**src/rtl/armleocpu_tlb_asid.sv**
```systemverilog
`default_nettype none
// ============================================================================
// Module   : armleocpu_tlb_asid
// Brief    : Set-associative Sv32 TLB. It maps vaddr[31:12] to ptag[21:0]
//            with 8-bit PTE metadata. Resolve results are registered, with a
//            latency of one cycle.
//            Optional ASID tagging is enabled by the ARMLEOCPU_TLB_ASID_EN
//            macro.
// Revision : 1.0 - initial release
// ============================================================================
module armleocpu_tlb_asid #(
  parameter int ENTRIES_W = 4,
  parameter int WAYS      = 3,
  parameter int ASID_W    = 9,
  localparam int WAY_W    = (WAYS > 1) ? $clog2(WAYS) : 1
) (
  input  logic              clk,
  input  logic              rst_n,
  input  logic [2:0]        cmd,
  input  logic [19:0]       vaddr,
  input  logic [ASID_W-1:0] asid,
  input  logic [7:0]        new_entry_metadata,
  input  logic [21:0]       new_entry_ptag,
  output logic              resolve_valid,
  output logic              hit,
  output logic [7:0]        resolve_metadata,
  output logic [21:0]       resolve_ptag,
  output logic [WAY_W-1:0]  resolve_way
);

  localparam int       SETS           = 1 << ENTRIES_W;
  localparam int       VTAG_W         = 20 - ENTRIES_W;
  localparam logic [2:0] C_CMD_RESOLVE  = 3'd1;
  localparam logic [2:0] C_CMD_NEW      = 3'd2;
  localparam logic [2:0] C_CMD_INV_ALL  = 3'd3;
  localparam logic [2:0] C_CMD_INV_VA   = 3'd4;
  localparam logic [WAY_W-1:0] C_LAST_WAY = WAY_W'(WAYS - 1);

  // Storage. Only valid bits and victim pointers carry a reset.
  logic [WAYS-1:0]   r_valid  [SETS];
  logic [WAY_W-1:0]  r_victim [SETS];
  logic [VTAG_W-1:0] r_vtag   [SETS][WAYS];
  logic [21:0]       r_ptag   [SETS][WAYS];
  logic [7:1]        r_meta   [SETS][WAYS];
`ifdef ARMLEOCPU_TLB_ASID_EN
  logic [ASID_W-1:0] r_asid   [SETS][WAYS];
`else
  logic              w_unused_asid;
  assign w_unused_asid = ^asid;
`endif

  logic [ENTRIES_W-1:0] w_index;
  logic [VTAG_W-1:0]    w_vtag;
  logic [WAYS-1:0]      w_match;
  logic                 w_any_match;
  logic [WAY_W-1:0]     w_match_way;
  logic                 w_any_invalid;
  logic [WAY_W-1:0]     w_invalid_way;
  logic [WAY_W-1:0]     w_target;

  assign w_index = vaddr[ENTRIES_W-1:0];
  assign w_vtag  = vaddr[19:ENTRIES_W];

  // A global mapping (G bit) matches any ASID.
  for (genvar g = 0; g < WAYS; g++) begin : g_match
`ifdef ARMLEOCPU_TLB_ASID_EN
    assign w_match[g] = r_valid[w_index][g] && (r_vtag[w_index][g] == w_vtag) &&
                        (r_meta[w_index][g][5] || (r_asid[w_index][g] == asid));
`else
    assign w_match[g] = r_valid[w_index][g] && (r_vtag[w_index][g] == w_vtag);
`endif
  end

  // Priority encoders: scanning downward leaves the lowest-numbered way.
  always_comb begin
    w_any_match   = 1'b0;
    w_match_way   = '0;
    w_any_invalid = 1'b0;
    w_invalid_way = '0;
    for (int i = WAYS - 1; i >= 0; i--) begin
      if (w_match[i]) begin
        w_any_match = 1'b1;
        w_match_way = WAY_W'(i);
      end
      if (!r_valid[w_index][i]) begin
        w_any_invalid = 1'b1;
        w_invalid_way = WAY_W'(i);
      end
    end
  end

  // Refill target. An existing match is reused so duplicates never form.
  assign w_target = w_any_match   ? w_match_way   :
                    w_any_invalid ? w_invalid_way : r_victim[w_index];

  // Valid bits and victim pointers.
  always_ff @(posedge clk or negedge rst_n) begin
    if (!rst_n) begin
      for (int s = 0; s < SETS; s++) begin
        r_valid[s]  <= '0;
        r_victim[s] <= '0;
      end
    end else begin
      case (cmd)
        C_CMD_NEW: begin
          r_valid[w_index][w_target] <= new_entry_metadata[0];
          if (w_target == r_victim[w_index])
            r_victim[w_index] <= (r_victim[w_index] == C_LAST_WAY) ? '0 : r_victim[w_index] + 1'b1;
        end
        C_CMD_INV_ALL: begin
          for (int s = 0; s < SETS; s++) begin
            r_valid[s]  <= '0;
            r_victim[s] <= '0;
          end
        end
        C_CMD_INV_VA: r_valid[w_index] <= r_valid[w_index] & ~w_match;
        default: ;
      endcase
    end
  end

  // Entry payload. Writes during reset land in invalid ways and are harmless.
  always_ff @(posedge clk) begin
    if (cmd == C_CMD_NEW) begin
      r_vtag[w_index][w_target] <= w_vtag;
      r_ptag[w_index][w_target] <= new_entry_ptag;
      r_meta[w_index][w_target] <= new_entry_metadata[7:1];
`ifdef ARMLEOCPU_TLB_ASID_EN
      r_asid[w_index][w_target] <= asid;
`endif
    end
  end

  // Registered resolve result; anything other than RESOLVE clears it.
  always_ff @(posedge clk or negedge rst_n) begin
    if (!rst_n) begin
      resolve_valid    <= 1'b0;
      hit              <= 1'b0;
      resolve_metadata <= '0;
      resolve_ptag     <= '0;
      resolve_way      <= '0;
    end else if (cmd == C_CMD_RESOLVE) begin
      resolve_valid    <= 1'b1;
      hit              <= w_any_match;
      resolve_metadata <= w_any_match ? {r_meta[w_index][w_match_way], 1'b1} : 8'h00;
      resolve_ptag     <= w_any_match ? r_ptag[w_index][w_match_way] : 22'h0;
      resolve_way      <= w_any_match ? w_match_way : '0;
    end else begin
      resolve_valid    <= 1'b0;
      hit              <= 1'b0;
      resolve_metadata <= '0;
      resolve_ptag     <= '0;
      resolve_way      <= '0;
    end
  end

endmodule
`default_nettype wire
```
**config.mk**
```make
export PLATFORM = sky130hd
export DESIGN_NAME = armleocpu_tlb_asid
export DESIGN_NICKNAME = d
export VERILOG_FILES = /design/src/rtl/armleocpu_tlb_asid.sv
export SDC_FILE = /design/constraint.sdc
export NUM_CORES = 2
export LEC_CHECK = 0
export CAP_MARGIN = 20
export CORE_MARGIN = 2
export CORE_UTILIZATION = 50
export DETAILED_ROUTE_END_ITERATION = 8
export GPL_ROUTABILITY_DRIVEN = 0
export PLACE_DENSITY = 0.67
export SLEW_MARGIN = 20
export SYNTH_ARGS = -nofsm -noshare
export SYNTH_HDL_FRONTEND = slang
export SYNTH_SLANG_ARGS = --single-unit
```
**constraint.sdc**
```tcl
create_clock -name clk -period 14.3 [get_ports clk]
set_input_delay 1.43 -clock clk [delete_from_list [all_inputs] [get_ports clk]]
set_output_delay 1.43 -clock clk [all_outputs]
set_load 0.03 [all_outputs]
```
* Word-level counts from Yosys, hierarchy flattened
Memory sizes are Yosys's and may differ from the RTL's.
Index checks and enable logic that the tools add are counted.
** Storage, ports and cells
- Input port bits :: 64
- Memories :: 3
- Bits in latches :: 0
- ROM bits :: 0
- Output and inout bits :: 34
- Register bits :: 114
- Word-level logic and storage cells :: 131
- Memory bits (writable) :: 2160
** Operators by class
- Shift-type cells :: 0
- Div/mod/pow operators :: 0
- Bitwise operators :: 5
- Multipliers :: 0
- Magnitude comparators :: 7
- Reductions and logical operators :: 9
- Equal/unequal tests :: 10
- Muxes and demuxes :: 59
- Add/subtract/negate cells :: 1
** Memories
- r_ptag :: words 16, bits a word 66, rd ports 1, clocked after Yosys merged registers in 0, wr ports 1, line 43 : logic [21:0] r_ptag [SETS][WAYS];
- r_vtag :: words 16, bits a word 48, rd ports 1, clocked after Yosys merged registers in 0, wr ports 1, line 42 : logic [VTAG_W-1:0] r_vtag [SETS][WAYS];
- r_meta :: words 16, bits a word 21, rd ports 1, clocked after Yosys merged registers in 0, wr ports 1, line 44 : logic [7:1] r_meta [SETS][WAYS];
** Operators by type and width (count)
- $pmux 48 s3 :: 1
- $mux 22 :: 5
- $bwmux 48 :: 2
- $mux 66 :: 1
- $pmux 32 s2 :: 1
- $eq 16x16->1 :: 3
- $mux 48 :: 1
- $bmux 22 s2 :: 1
- $demux 22 s2 :: 1
- $bwmux 32 :: 1
- $demux 16 s2 :: 1
- $mux 32 :: 1
- $mux 2 :: 14
- $demux 3 s4 :: 2
- $mux 21 :: 1
- $mux 7 :: 3
- $mux 16 :: 1
- $mux 8 :: 2
- $bmux 7 s2 :: 1
- $demux 7 s2 :: 1
- $bmux 3 s4 :: 1
- $mux 3 :: 4
- $mux 1 :: 10
- $bmux 2 s4 :: 1
- other kinds (23) :: 31

* Logic depth before layout (Yosys ltp)
- Depth in word-level cells :: 17
- Gate-level depth with buffers :: 17
- Depth with buffers taken out :: 10

* Least setup slack after synthesis
No wires, ideal clock.
- Path type :: input -> register
- From :: input port vaddr[0]
- To :: memory r_meta[12][0] (netlist name), enable pin
- Arrival time :: 6.258 ns
- Setup time :: 0.448 ns
- Data required time :: 13.852 ns
- Stages :: 15
- Buffers on the path :: 6
- Slack :: 7.594 ns
- Cell sequence :: buf_6 -> buf_6 -> buf_2 -> mux4_2 -> mux2i_1 -> xor2_1 -> nand3_1 -> nor4_1 -> o2111ai_2 -> o21ai_0 -> nand3_1 -> buf_2 -> buf_2 -> buf_2 -> nor2_1
** Between the ends
- Word-level cells in the longest chain between the ends :: 15
- Elaborated cells on any way between the ends :: 35
- Classes of those cells :: 2 x order compare; 3 x eq/ne; 23 x mux; 2 x bitwise; 4 x reduce/logical; 1 x memory
** Ends and longest elaborated chain
- start, declared :: line 20 : input logic [19:0] vaddr,
- parallel branches: the longest is 15 deep, another holds $mem_v2 16x48
- end, declared :: line 44
Parallel ways; which one is timed is not known. The select of a mux whose other input is x is not followed.

* Worst setup path in the final report
- From :: input port vaddr[0]
- To :: memory r_ptag[14][54] (netlist name), enable pin
** Between the ends
- Word-level cells in the longest chain between the ends :: 15
- Elaborated cells on any way between the ends :: 35
- Classes of those cells :: 2 x order compare; 3 x eq/ne; 23 x mux; 2 x bitwise; 4 x reduce/logical; 1 x memory
** Ends and longest elaborated chain (line)
- parallel branches: the longest is 15 deep, another holds $mem_v2 16x48
- end, declared :: 43
Parallel ways; which one is timed is not known. The select of a mux whose other input is x is not followed.

==> key figures <==
Status
  – Status: complete, no violations

Global routing
  – Via count of the first global-routing pass: 44500
  – Initial antenna violation count: 2
  – Total grt overflow: 0
  – Pin count of the biggest net entering global routing: 155
  – First-pass GRT wire length: 321 mm
  – Total track usage: 0.247

Final layout
  – Layout cells sized above 1: 0.247
  – Net count, final: 4460
  – Final Core Density: 0.565
  – P&R area growth vs syn: 12.4%
  – Number of fill cells in the layout: 13000

Power
  – Pwr/cell area: 137 mW/mm2
  – Leakage: 32.4 nW
  – Peak supply drop: 0.000105 V
  – Total power: 13.7 mW

CTS
  – Clock Tree Buf Depth: 3
  – CTS tree: done
  – Hold buffers post-CTS: 0
  – Post-cts resize count: 0
  – Clk slew on worst S/H paths: 60 ps
  – Clk root buf: clkbuf_16
  – Setup Buffers After CTS: 0
  – Total CTS buffers: 216
  – H-tree depth: 4
  – Clock insertion delay at the later pin of the skew report: 840 ps
  – CTS sink cnt: 2273

Critical path
  – Crit-path slowest cell: a31oi_4
  – CP arrival: 8490 ps
  – Cells along the critical path: buf_8 -> buf_4 -> buf_4 -> mux4_2 -> mux2i_1 -> mux2i_1 -> xnor2_1 -> nand4_1 -> a211oi_4 -> a21oi_1 -> a31oi_4 -> buf_4 -> nand2b_1 -> clkinv_2 -> buf_4
  – FF-to-FF setup slack: 8030 ps
  – Cell mode on critical path: buf_4
  – Setup CP Type: primary input to flop
  – Delay of the slowest critical-path stage: 810 ps
  – Crit-path max FO: 69
  – Startpoint types: primary input
  – Critical Path End Type: flop
  – Req. time, crit path: 14810 ps

Floorplanning
  – Initial core utilization: 0.502
  – Total die area: 0.182 mm2
  – Top-Level Pins: 98
  – Die Wd: 427 um
  – Die Y: 427 um
  – Row count: 155
  – Core footprint: 0.178 mm2

STA
  – Tmin final: 7980 ps
  – Clk_skew: 39.1 ps
  – Slew Limit Fails: 0
  – Setup_tns: 0 ps
  – Fin crit share: 0.558
  – Worst-Margin Slew: 1170 ps
  – Endpoints failing setup: 0
  – Final Hold Vio Count: 0
  – RSZ-0062 raised after global routing: false
  – Relative slew slack: 0.219
  – Maximum clock frequency: 125 MHz

Yosys
  – Syn avg cell area: 21.3 um2
  – Yosys cell types: 70
  – Seq/Total Area, Yosys: 0.757
  – Async S/R FF share, synth: 0.0497
  – Most used DFF post-synth: edfxtp_1
  – Most area-hungry cell type in the Yosys netlist: edfxtp_1
  – Top post-synthesis cells by area: edfxtp_1 (73%), mux4_2 (14%), dfrtp_1 (3.2%), mux2i_1 (2.9%), a22oi_1 (0.76%)
  – Post-synth EDFFs: 2160
  – Top-area cell type share of the netlist area: 0.725
  – Synthesized instance count: 4194
  – Synth top cells by count: edfxtp_1 (2160), mux4_2 (555), mux2i_1 (257), clkbuf_1 (127), nor2_1 (115)
  – Synth Net Count: 4258
  – Cell Area, Synth: 0.0894 mm2
  – Flops & latches, synth: 2273
  – Most numerous cell in the Yosys netlist: edfxtp_1
  – Warnings, synthesis: 0

Detailed routing
  – Avg WL per Cell: 32.4 um
  – Total number of vias: 44800
  – Detail Route Antenna Nets: 0
  – Final wirelength: 224 mm
  – First-pass detailed-route iteration total: 6
  – Drt drc: 0
  – Vias per cell: 6.46
  – Initial DRC Count: 6394

Placed design
  – Port Buffers: 88
  – Detailed placement HPWL: 113 mm

Job
  – Maxcap violations: 0

Worst hold path
  – Min-Delay Path Class: flop to flop
state kept, by name, indices dropped and copies added, names as in the netlist:
| name | count |
|---|---|
| resolve_valid | 1 |
| r_valid | 48 |
| resolve_metadata | 8 |
| r_meta | 336 |
| resolve_ptag | 22 |
| r_vtag | 768 |
| resolve_way | 2 |
| r_ptag | 1056 |
| r_victim | 32 |
cells by family (layout without fill, tap and decap cells):
family	after synthesis	count (layout)	share of synthesized area
buffers and inverters	270	652	0.0138
XOR/XNOR	48	48	0.00470
other	0	1	0
multiplexers	818	818	0.169
flip-flops	2273	2273	0.757
AND/OR/NAND/NOR	368	368	0.0193
AO/OA/AOI/OAI	417	417	0.0362
worst max-delay path: cells and delay by family:
family / cells / cell delay [ps]
buffers and inverters: 6 / 3640
AOI/OAI and AO/OA: 3 / 1570
muxes: 3 / 860
and+or+nand+nor: 2 / 650
xor gates and xnor gates: 1 / 180
area by class of cell:
cell class	instances	area, um2	share of cell area
well taps	2355	2950	0.0293
clock inverters	119	1120	0.0112
clock buffers	279	5790	0.0575
multi-input cells	1651	20900	0.208
inverters	17	83.8	0.000834
diodes	1	2.50	0.0000249
flip-flops and latches	2273	67700	0.673
repair buffers	237	2030	0.0202
layer usage:
layer / routed length (um) / GRT usage / vias up
li1: - / - / 18100
met1: 90700 / 0.357 / 24000
met2: 107000 / 0.389 / 2326
met3: 19800 / 0.0423 / 380
met4: 6970 / 0.0775 / 0
met5: 0 / 0 / -
metrics by stage:
| step | instance area [um2] | std cells | hold slack [ps] | setup slack, ps |
|---|---|---|---|---|
| 3_5_place_dp | 93600 | 6530 | 511 | 4800 |
| 5_1_grt | 101000 | 6931 | 543 | 5950 |
| 2_1_floorplan | 89400 | 4194 | 489 | 7590 |
| 3_3_place_gp | 93500 | 6528 | 499 | 4780 |
| 6_report | 101000 | 6932 | 525 | 6320 |
| 4_1_cts | 100000 | 6928 | 525 | 5670 |
power breakdown:
part	internal (mW)	total, mW	switching, mW
logic	0.302	0.772	0.470
clock network	3.17	5.61	2.44
registers	7.33	7.36	0.0275
total	10.8	13.7	2.93
path summary, 6_finish.rpt:
check	start	to	cells after the start
max in group asynchronous	rst_n	resolve_ptag[17]	2
worst min register to register	r_victim[0]	r_victim[0]	1
worst min-delay path	r_victim[0]	r_victim[0]	1
min in group asynchronous	rst_n	r_valid[39]	1
worst max register to register	r_vtag[8][3]	r_vtag[1][8]	11
worst max-delay path	vaddr[0]	r_ptag[14][54]	15
cells in the final DEF (no fill, tap or decap), types with 37 or more instances in the layout:
cell type           n
edfxtp_1         2160
mux4_2            555
mux2i_1           257
clkbuf_16         219
buf_4             139
dfrtp_1           113
nand2_1           103
a22oi_1            90
nor2_1             76
clkdlybuf4s50_1    67
clkinv_2           54
clkbuf_1           52
a21oi_1            45
nand3_1            43
nor2_4             39
a221oi_1           37
Note: power is estimated with default switching activity, not from simulation.
